**src/rtl/shift_mult_accumulator_if.sv**
```systemverilog
// Valid/ready bundle between the shift-add multiplier, this accumulator stage and its consumer.
// The slave modport is the accumulator's view; the master modport drives products and accepts results.
interface shift_mult_accumulator_if #(
  parameter int N     = 32,
  parameter int OUT_W = 2*N+1
);
  logic             in_valid;
  logic             in_ready;
  logic [2*N:0]     in_product;
  logic             out_valid;
  logic             out_ready;
  logic [OUT_W-1:0] out_sum;
  logic             out_ovf;

  modport slave (
    input  in_valid,
    input  in_product,
    input  out_ready,
    output in_ready,
    output out_valid,
    output out_sum,
    output out_ovf
  );

  modport master (
    output in_valid,
    output in_product,
    output out_ready,
    input  in_ready,
    input  out_valid,
    input  out_sum,
    input  out_ovf
  );
endinterface

```
**src/rtl/shift_mult_accumulator.sv**
```systemverilog
// Sums LEN consecutive signed products into one dot-product result held on a valid/ready port.
// Optional macro SHIFT_MULT_ACC_SAT_EN saturates the result to OUT_W bits; otherwise it wraps.
module shift_mult_accumulator #(
  parameter int N     = 32,
  parameter int LEN   = 8,
  parameter int OUT_W = 2*N+1
) (
  input  logic clk,
  input  logic rst,
  input  logic clear,
  shift_mult_accumulator_if.slave bus
);
  localparam int P_W   = 2*N+1;
  localparam int ACC_W = P_W + $clog2(LEN);
  localparam int CNT_W = (LEN > 1) ? $clog2(LEN) : 1;
  localparam logic [CNT_W-1:0] CNT_LAST = CNT_W'(LEN-1);
  localparam logic [CNT_W-1:0] CNT_ZERO = {CNT_W{1'b0}};

  typedef enum logic [0:0] {
    ST_ACCUM = 1'b0,
    ST_HOLD  = 1'b1
  } state_e;

  state_e             state_q, state_d;
  logic [ACC_W-1:0]   acc_q, acc_d;
  logic [CNT_W-1:0]   cnt_q, cnt_d;
  logic [OUT_W-1:0]   sum_q, sum_d;
  logic               ovf_q, ovf_d;

  logic [ACC_W-1:0]   prod_ext_s;
  logic [ACC_W-1:0]   acc_sum_s;
  logic [OUT_W-1:0]   sum_fit_s;
  logic               ovf_fit_s;
  logic               beat_s;
  logic               out_hs_s;

`ifdef SHIFT_MULT_ACC_SAT_EN
  // In range exactly when every bit above the output sign bit repeats the accumulator sign.
  function automatic logic [OUT_W:0] sat_fit(input logic [ACC_W-1:0] a);
    logic sign;
    logic in_range;
    sign     = a[ACC_W-1];
    in_range = (a[ACC_W-1:OUT_W-1] == {(ACC_W-OUT_W+1){sign}});
    if (in_range) begin
      sat_fit = {1'b0, a[OUT_W-1:0]};
    end else if (sign) begin
      sat_fit = {1'b1, 1'b1, {(OUT_W-1){1'b0}}};
    end else begin
      sat_fit = {1'b1, 1'b0, {(OUT_W-1){1'b1}}};
    end
  endfunction
`endif

  // Handshake qualifiers and the running sum including the current beat.
  always_comb begin
    beat_s     = bus.in_valid && (state_q == ST_ACCUM);
    out_hs_s   = bus.out_ready && (state_q == ST_HOLD);
    prod_ext_s = ACC_W'($signed(bus.in_product));
    acc_sum_s  = (cnt_q == CNT_ZERO) ? prod_ext_s : (acc_q + prod_ext_s);
`ifdef SHIFT_MULT_ACC_SAT_EN
    {ovf_fit_s, sum_fit_s} = sat_fit(acc_sum_s);
`else
    ovf_fit_s = 1'b0;
    sum_fit_s = acc_sum_s[OUT_W-1:0];
`endif
  end

  // Next-state and datapath updates for the accumulate / hold sequence.
  always_comb begin
    state_d = state_q;
    acc_d   = acc_q;
    cnt_d   = cnt_q;
    sum_d   = sum_q;
    ovf_d   = ovf_q;
    case (state_q)
      ST_ACCUM: begin
        if (beat_s) begin
          if (cnt_q == CNT_LAST) begin
            state_d = ST_HOLD;
            acc_d   = {ACC_W{1'b0}};
            cnt_d   = CNT_ZERO;
            sum_d   = sum_fit_s;
            ovf_d   = ovf_fit_s;
          end else begin
            acc_d = acc_sum_s;
            cnt_d = cnt_q + CNT_W'(1);
          end
        end else begin
          state_d = ST_ACCUM;
        end
      end
      ST_HOLD: begin
        if (out_hs_s) begin
          state_d = ST_ACCUM;
        end else begin
          state_d = ST_HOLD;
        end
      end
      default: begin
        state_d = ST_ACCUM;
        acc_d   = {ACC_W{1'b0}};
        cnt_d   = CNT_ZERO;
      end
    endcase
  end

  // State register; rst outranks clear, and clear outranks any handshake in the same cycle.
  always_ff @(posedge clk) begin
    if (rst) begin
      state_q <= ST_ACCUM;
      acc_q   <= {ACC_W{1'b0}};
      cnt_q   <= CNT_ZERO;
      sum_q   <= {OUT_W{1'b0}};
      ovf_q   <= 1'b0;
    end else if (clear) begin
      state_q <= ST_ACCUM;
      acc_q   <= {ACC_W{1'b0}};
      cnt_q   <= CNT_ZERO;
      sum_q   <= {OUT_W{1'b0}};
      ovf_q   <= 1'b0;
    end else begin
      state_q <= state_d;
      acc_q   <= acc_d;
      cnt_q   <= cnt_d;
      sum_q   <= sum_d;
      ovf_q   <= ovf_d;
    end
  end

  assign bus.in_ready  = (state_q == ST_ACCUM);
  assign bus.out_valid = (state_q == ST_HOLD);
  assign bus.out_sum   = sum_q;
  assign bus.out_ovf   = ovf_q;
endmodule

```
**src/flat_wrapper.sv**
```systemverilog
// flat-port wrapper written by rule: the top's interface ports become plain ports
module shift_mult_accumulator_flat 
#(
  parameter int N     = 32,
  parameter int LEN   = 8,
  parameter int OUT_W = 2*N+1
)
  (clk, rst, clear, bus_in_valid, bus_in_product, bus_out_ready, bus_in_ready, bus_out_valid, bus_out_sum, bus_out_ovf);
  shift_mult_accumulator_if #(.N(N), .OUT_W(OUT_W)) bus_i ();
  input  logic clk;
  input  logic rst;
  input  logic clear;
  input wire logic [$bits(bus_i.in_valid)-1:0] bus_in_valid;
  input wire logic [$bits(bus_i.in_product)-1:0] bus_in_product;
  input wire logic [$bits(bus_i.out_ready)-1:0] bus_out_ready;
  output wire logic [$bits(bus_i.in_ready)-1:0] bus_in_ready;
  output wire logic [$bits(bus_i.out_valid)-1:0] bus_out_valid;
  output wire logic [$bits(bus_i.out_sum)-1:0] bus_out_sum;
  output wire logic [$bits(bus_i.out_ovf)-1:0] bus_out_ovf;
  assign bus_i.in_valid = bus_in_valid;
  assign bus_i.in_product = bus_in_product;
  assign bus_i.out_ready = bus_out_ready;
  assign bus_in_ready = bus_i.in_ready;
  assign bus_out_valid = bus_i.out_valid;
  assign bus_out_sum = bus_i.out_sum;
  assign bus_out_ovf = bus_i.out_ovf;
  shift_mult_accumulator #(.N(N), .LEN(LEN), .OUT_W(OUT_W)) u_core (.clk(clk), .rst(rst), .clear(clear), .bus(bus_i));
endmodule
```
**config.mk**
```make
export PLATFORM = sky130hd
export DESIGN_NAME = shift_mult_accumulator_flat
export DESIGN_NICKNAME = d
export VERILOG_FILES = /design/src/rtl/shift_mult_accumulator_if.sv /design/src/rtl/shift_mult_accumulator.sv /design/src/flat_wrapper.sv
export SDC_FILE = /design/constraint.sdc
export NUM_CORES = 1
export LEC_CHECK = 0
export ABC_AREA = 1
export ABC_CLOCK_PERIOD_IN_PS = 5900
export CORE_MARGIN = 2
export CORE_UTILIZATION = 45
export CTS_BUF_LIST = sky130_fd_sc_hd__clkbuf_16
export DETAILED_ROUTE_END_ITERATION = 10
export PLACE_DENSITY = 0.66
export SLEW_MARGIN = 20
export SYNTH_ARGS = -nofsm -noshare
export SYNTH_HDL_FRONTEND = slang
export SYNTH_SLANG_ARGS = --single-unit
```
**constraint.sdc**
```tcl
create_clock -name clk -period 5.9 [get_ports clk]
set_input_delay 0.59 -clock clk [delete_from_list [all_inputs] [get_ports clk]]
set_output_delay 0.59 -clock clk [all_outputs]
set_load 0.05 [all_outputs]
```
==> metrics.sh <==
RSZ_0062_RAISED_AFTER_GLOBAL_ROUTING='no'
FP.DIEH_MICRONS=167
CRITPATHTOPFAMILY='buffers and inverters'
POST-ROUTE-PERIOD-UTIL=0.510
SYNTH_LARGEST_TYPE_AREA_FRACTION=0.269
STARTPOINT_TYPE='register'
DETAILED_PLACE.AREA_SQ_MM=0.0136
SYNTH.LARGEST_AREA_CELL='sky130_fd_sc_hd__nand2_1'
CTS_POST_SETUP_BUFFERS_INSERTED=0
ROUTED_WIRE_LENGTH_PER_INSTANCE_MICRONS=15.5
REGAREA_SQ_MM=0.00268
POST-DP-HPWL_MICRONS=31500
CLOCK-SINKS=134
SYN-CELL-AREA_SQ_MM=0.0120
VIAS=12652
WORST_R2R_STARTPOINT='u_core.cnt_q[0]$_SDFFE_PP0P_'
SYN_AVG_CELL_AREA_SQ_UM=5.63
WORSTSETUPPATHTYPE='reg2reg'
CRITPATHCAPTURETYPE='register'
FINALCLOCKSKEW_PS=13.9
VIA_PER_INST=4.89
CRIT_ARRIVAL_PS=3350
CRIT_CHAIN='inv_1, ha_1, inv_1, nor2_4, buf_4, inv_2, buf_4, nand3_1, nand2_1, nand2_1, nand2_1, inv_1'
AGGREGATE_GLOBAL_ROUTING_OVERFLOW=0
GRT_FIRST_PASS_WIRELENGTH_MICRONS=63800
ROUTABILITYCONGESTION=0.952
FAILED_CHECKS='design-rule violations'
MULTI_INPUT_COMB_AREA_SQ_MM=0.00748
FLOW.AREA_GROWTH_FROM_SYNTHESIS_PCT=18.7
DESIGN.PORTCOUNT=138
TIMING.CRITICAL_PATH.BUF_INV=6
CELLLEAKAGEPOWER_uW=0.00790
CORE_AR_SQ_MM=0.0261
ASYNC_SET_OR_RESET_FLOP_FRACTION_IN_THE_SYNTHESIZED_NETLIST=0
SLOWEST_CELL_ON_CRIT_PATH='sky130_fd_sc_hd__inv_2'
DIE_WIDTH_MICRONS=167
SETUP-VIOLATIONS-FINAL=0
HOLD_CLASS='reg2reg'
RESIDUAL_ANTENNA_VIOLATING_NET_COUNT_AFTER_DETAILED_ROUTING=0
DELAY_OF_THE_SLOWEST_CELL_ON_THE_WORST_PATH_PS=710
IR_WORST_VDD_V=0.000145
FIN_UTIL=0.545
MASTER_CELL_OF_THE_CLOCK_ROOT_BUFFER='sky130_fd_sc_hd__clkbuf_16'
SYNTHMOSTINSTANTIATEDCELL='sky130_fd_sc_hd__nand2_1'
FIRST_GLOBAL_VIAS=12013
DRT_ITER0_DRC=730
TOTALWIRELENGTH_MICRONS=40000
HOLD_VIOL=0
CTS_MADE_BUFFERS=17
MAXCAPVIOLATIONS=0
PORT_BUFFERS=136
GRTUSAGETOTAL=0.287
WHS_PS=471
YS_SEQ_AREA_FRAC=0.223
ANTENNA_FOUND_INITIAL=0
CTS_HOLD_REPAIR.BUFFERS=0
GRT_START_MAX_NET_PINS=72
NETLIST_INSTANCES=2131
FILLER_INSTANCES=2830
FINAL_AREA_SQ_MM=0.0143
SYNTH.AREA.TOP_CELLS='sky130_fd_sc_hd__nand2_1 (27%), sky130_fd_sc_hd__dfxtp_1 (22%), sky130_fd_sc_hd__inv_1 (13%)'
SYNTHESIS.NETS=2269
CLK-INSERTION-DELAY-LATE_PS=440
POWER_PER_CELL_AREA_mW_PER_MM2=188
SLEW_VIOL_FINAL=0
MAX-CLOCK-PATH-BUFFERS=2
TIMING.SETUP.TNS_PS=0
WORSTPATHMAXFANOUT=60
MAXSLEWHEADROOM=0.391
TIMING_WORST_SLEW_PIN_VALUE_PS=914
DIODES_INSERTED=0
FLOORPLAN.INITIALDENSITY=0.459
PROPORTION_OF_LAYOUT_CELLS_WITH_A_DRIVE_SUFFIX_ABOVE_1=0.0755
YOSYS_REGISTER_BITS=134
DIEAREA_SQ_MM=0.0280
TIMING.CRITICAL_PATH.REQUIRED_PS=6240
WORST_R2R_PATH_DEPTH=12
TRITONCTS='yes'
CP_NUM_CELLS=12
CTS-RESIZED-GATES=0
SYNTH_ENABLE_FLOP_CELLS=0
SYNTHESIS.YOSYS.WARNINGS=0
CLK_PIN_SLEW_PS=80
SYNTHTOPCELLSBYCOUNT='sky130_fd_sc_hd__nand2_1 (859), sky130_fd_sc_hd__inv_1 (422), sky130_fd_sc_hd__dfxtp_1 (134), sky130_fd_sc_hd__a21oi_1 (111), sky130_fd_sc_hd__nand3_1 (95)'
WORST_R2R_ENDPOINT='u_core.bus.out_sum[49]$_SDFFE_PP0P_'
FINAL_CELLS=2588
DRC_ERRORS=5
FINAL_NET_COUNT=2378
YOSYS_MOST_USED_DFF='sky130_fd_sc_hd__dfxtp_1'
SETUP.REG_TO_REG.WORST_SLACK_PS=2890
CP-ENDPOINT='u_core.bus.out_sum[49]$_SDFFE_PP0P_'
DETAIL_ROUTE.FIRST_PASS.ITERATIONS=8
ROWS=59
MAX_CLOCK_FREQ_MHz=332
RUN_STATUS='complete, but fails checks'
FIN_CRIT_PS=3010
SYNTHDISTINCTLIBCELLS=42
CRIT_PATH_START='u_core.cnt_q[0]$_SDFFE_PP0P_'
DP_CELLS=2556
CLOCK_TREE.HTREE_LEVEL_COUNT=4
## layer usage
metal  vias to the layer above  track usage  wire [microns]  part of all wire
li1                       6642            -               -                 -
met1                      5664        0.399           19600              0.49
met2                       301        0.475           17800              0.45
met3                        45       0.0293            1720             0.043
met4                         0       0.0805             813             0.020
met5                         -            0               0                 0
## through the flow
stage          setup WS (ps)  power, uW
6_report                2890       2680
5_1_grt                 2670       2810
4_1_cts                 2920       2700
3_5_place_dp            2680       1550
3_3_place_gp            2720       1540
2_1_floorplan           3590       1360
## cells in the final DEF (no fill, tap or decap), types with 28 or more instances in the layout
master and instances:
sky130_fd_sc_hd__a21oi_1 111, sky130_fd_sc_hd__clkdlybuf4s50_1 136, sky130_fd_sc_hd__o21bai_1 42, sky130_fd_sc_hd__ha_1 67, sky130_fd_sc_hd__nor2_1 85, sky130_fd_sc_hd__nand3_1 95
sky130_fd_sc_hd__nand2_1 858, sky130_fd_sc_hd__dfxtp_1 134, sky130_fd_sc_hd__nand2_2 36, sky130_fd_sc_hd__inv_1 421, sky130_fd_sc_hd__o21ai_0 58, sky130_fd_sc_hd__or2_2 28
## how the worst min path moves through the flow
stage	from	to	slack, ps	depth (start not counted)
final	u_core.acc_q[50]$_SDFFE_PP0P_	u_core.acc_q[50]$_SDFFE_PP0P_	470	2
after global routing	u_core.acc_q[55]$_SDFFE_PP0P_	u_core.acc_q[55]$_SDFFE_PP0P_	480	2
after CTS	u_core.acc_q[61]$_SDFFE_PP0P_	u_core.acc_q[61]$_SDFFE_PP0P_	470	2
after detailed placement	u_core.acc_q[61]$_SDFFE_PP0P_	u_core.acc_q[61]$_SDFFE_PP0P_	460	2
after global placement	u_core.acc_q[57]$_SDFFE_PP0P_	u_core.acc_q[57]$_SDFFE_PP0P_	460	2
after floorplan	u_core.acc_q[10]$_SDFFE_PP0P_	u_core.acc_q[10]$_SDFFE_PP0P_	450	2
## worst reg2reg max path, cell delays in order, from the launching register on
cell                      delay (ps)
sky130_fd_sc_hd__dfxtp_1         340
sky130_fd_sc_hd__inv_1            60
sky130_fd_sc_hd__ha_1            190
sky130_fd_sc_hd__inv_1            90
sky130_fd_sc_hd__nor2_4           30
sky130_fd_sc_hd__buf_4           310
sky130_fd_sc_hd__inv_2           770
sky130_fd_sc_hd__buf_4           510
sky130_fd_sc_hd__nand3_1         310
sky130_fd_sc_hd__nand2_1         140
sky130_fd_sc_hd__nand2_1          60
sky130_fd_sc_hd__nand2_1          60
sky130_fd_sc_hd__inv_1            30
## power breakdown
| group | switching [uW] | internal [uW] |
|---|---|---|
| combinational | 393 | 208 |
| clock | 539 | 611 |
| sequential | 10.3 | 922 |
| total | 943 | 1740 |
## sequential cells by signal (all words and copies together), names as in the netlist
| name | count |
|---|---|
| u_core.bus.out_sum | 65 |
| u_core.bus.out_valid | 1 |
| u_core.acc_q | 65 |
| u_core.cnt_q | 3 |
## final cells by class
| type | count | area share |
|---|---|---|
| clock buffer | 17 | 0.0299 |
| timing repair buffer | 144 | 0.101 |
| tap | 335 | 0.0294 |
| multi-input combinational | 1509 | 0.525 |
| sequential | 134 | 0.188 |
| inverter | 434 | 0.114 |
| clock inverter | 15 | 0.0126 |
## cell families after synthesis
group           synth area share
xor+xnor                  0.0146
simple gates               0.416
compound gates             0.117
other cells             0.000312
flops                      0.223
fa+ha+maj                 0.0715
mux                      0.00167
buf+inv                    0.156
No activity file was read; power rests on OpenSTA's default activity.
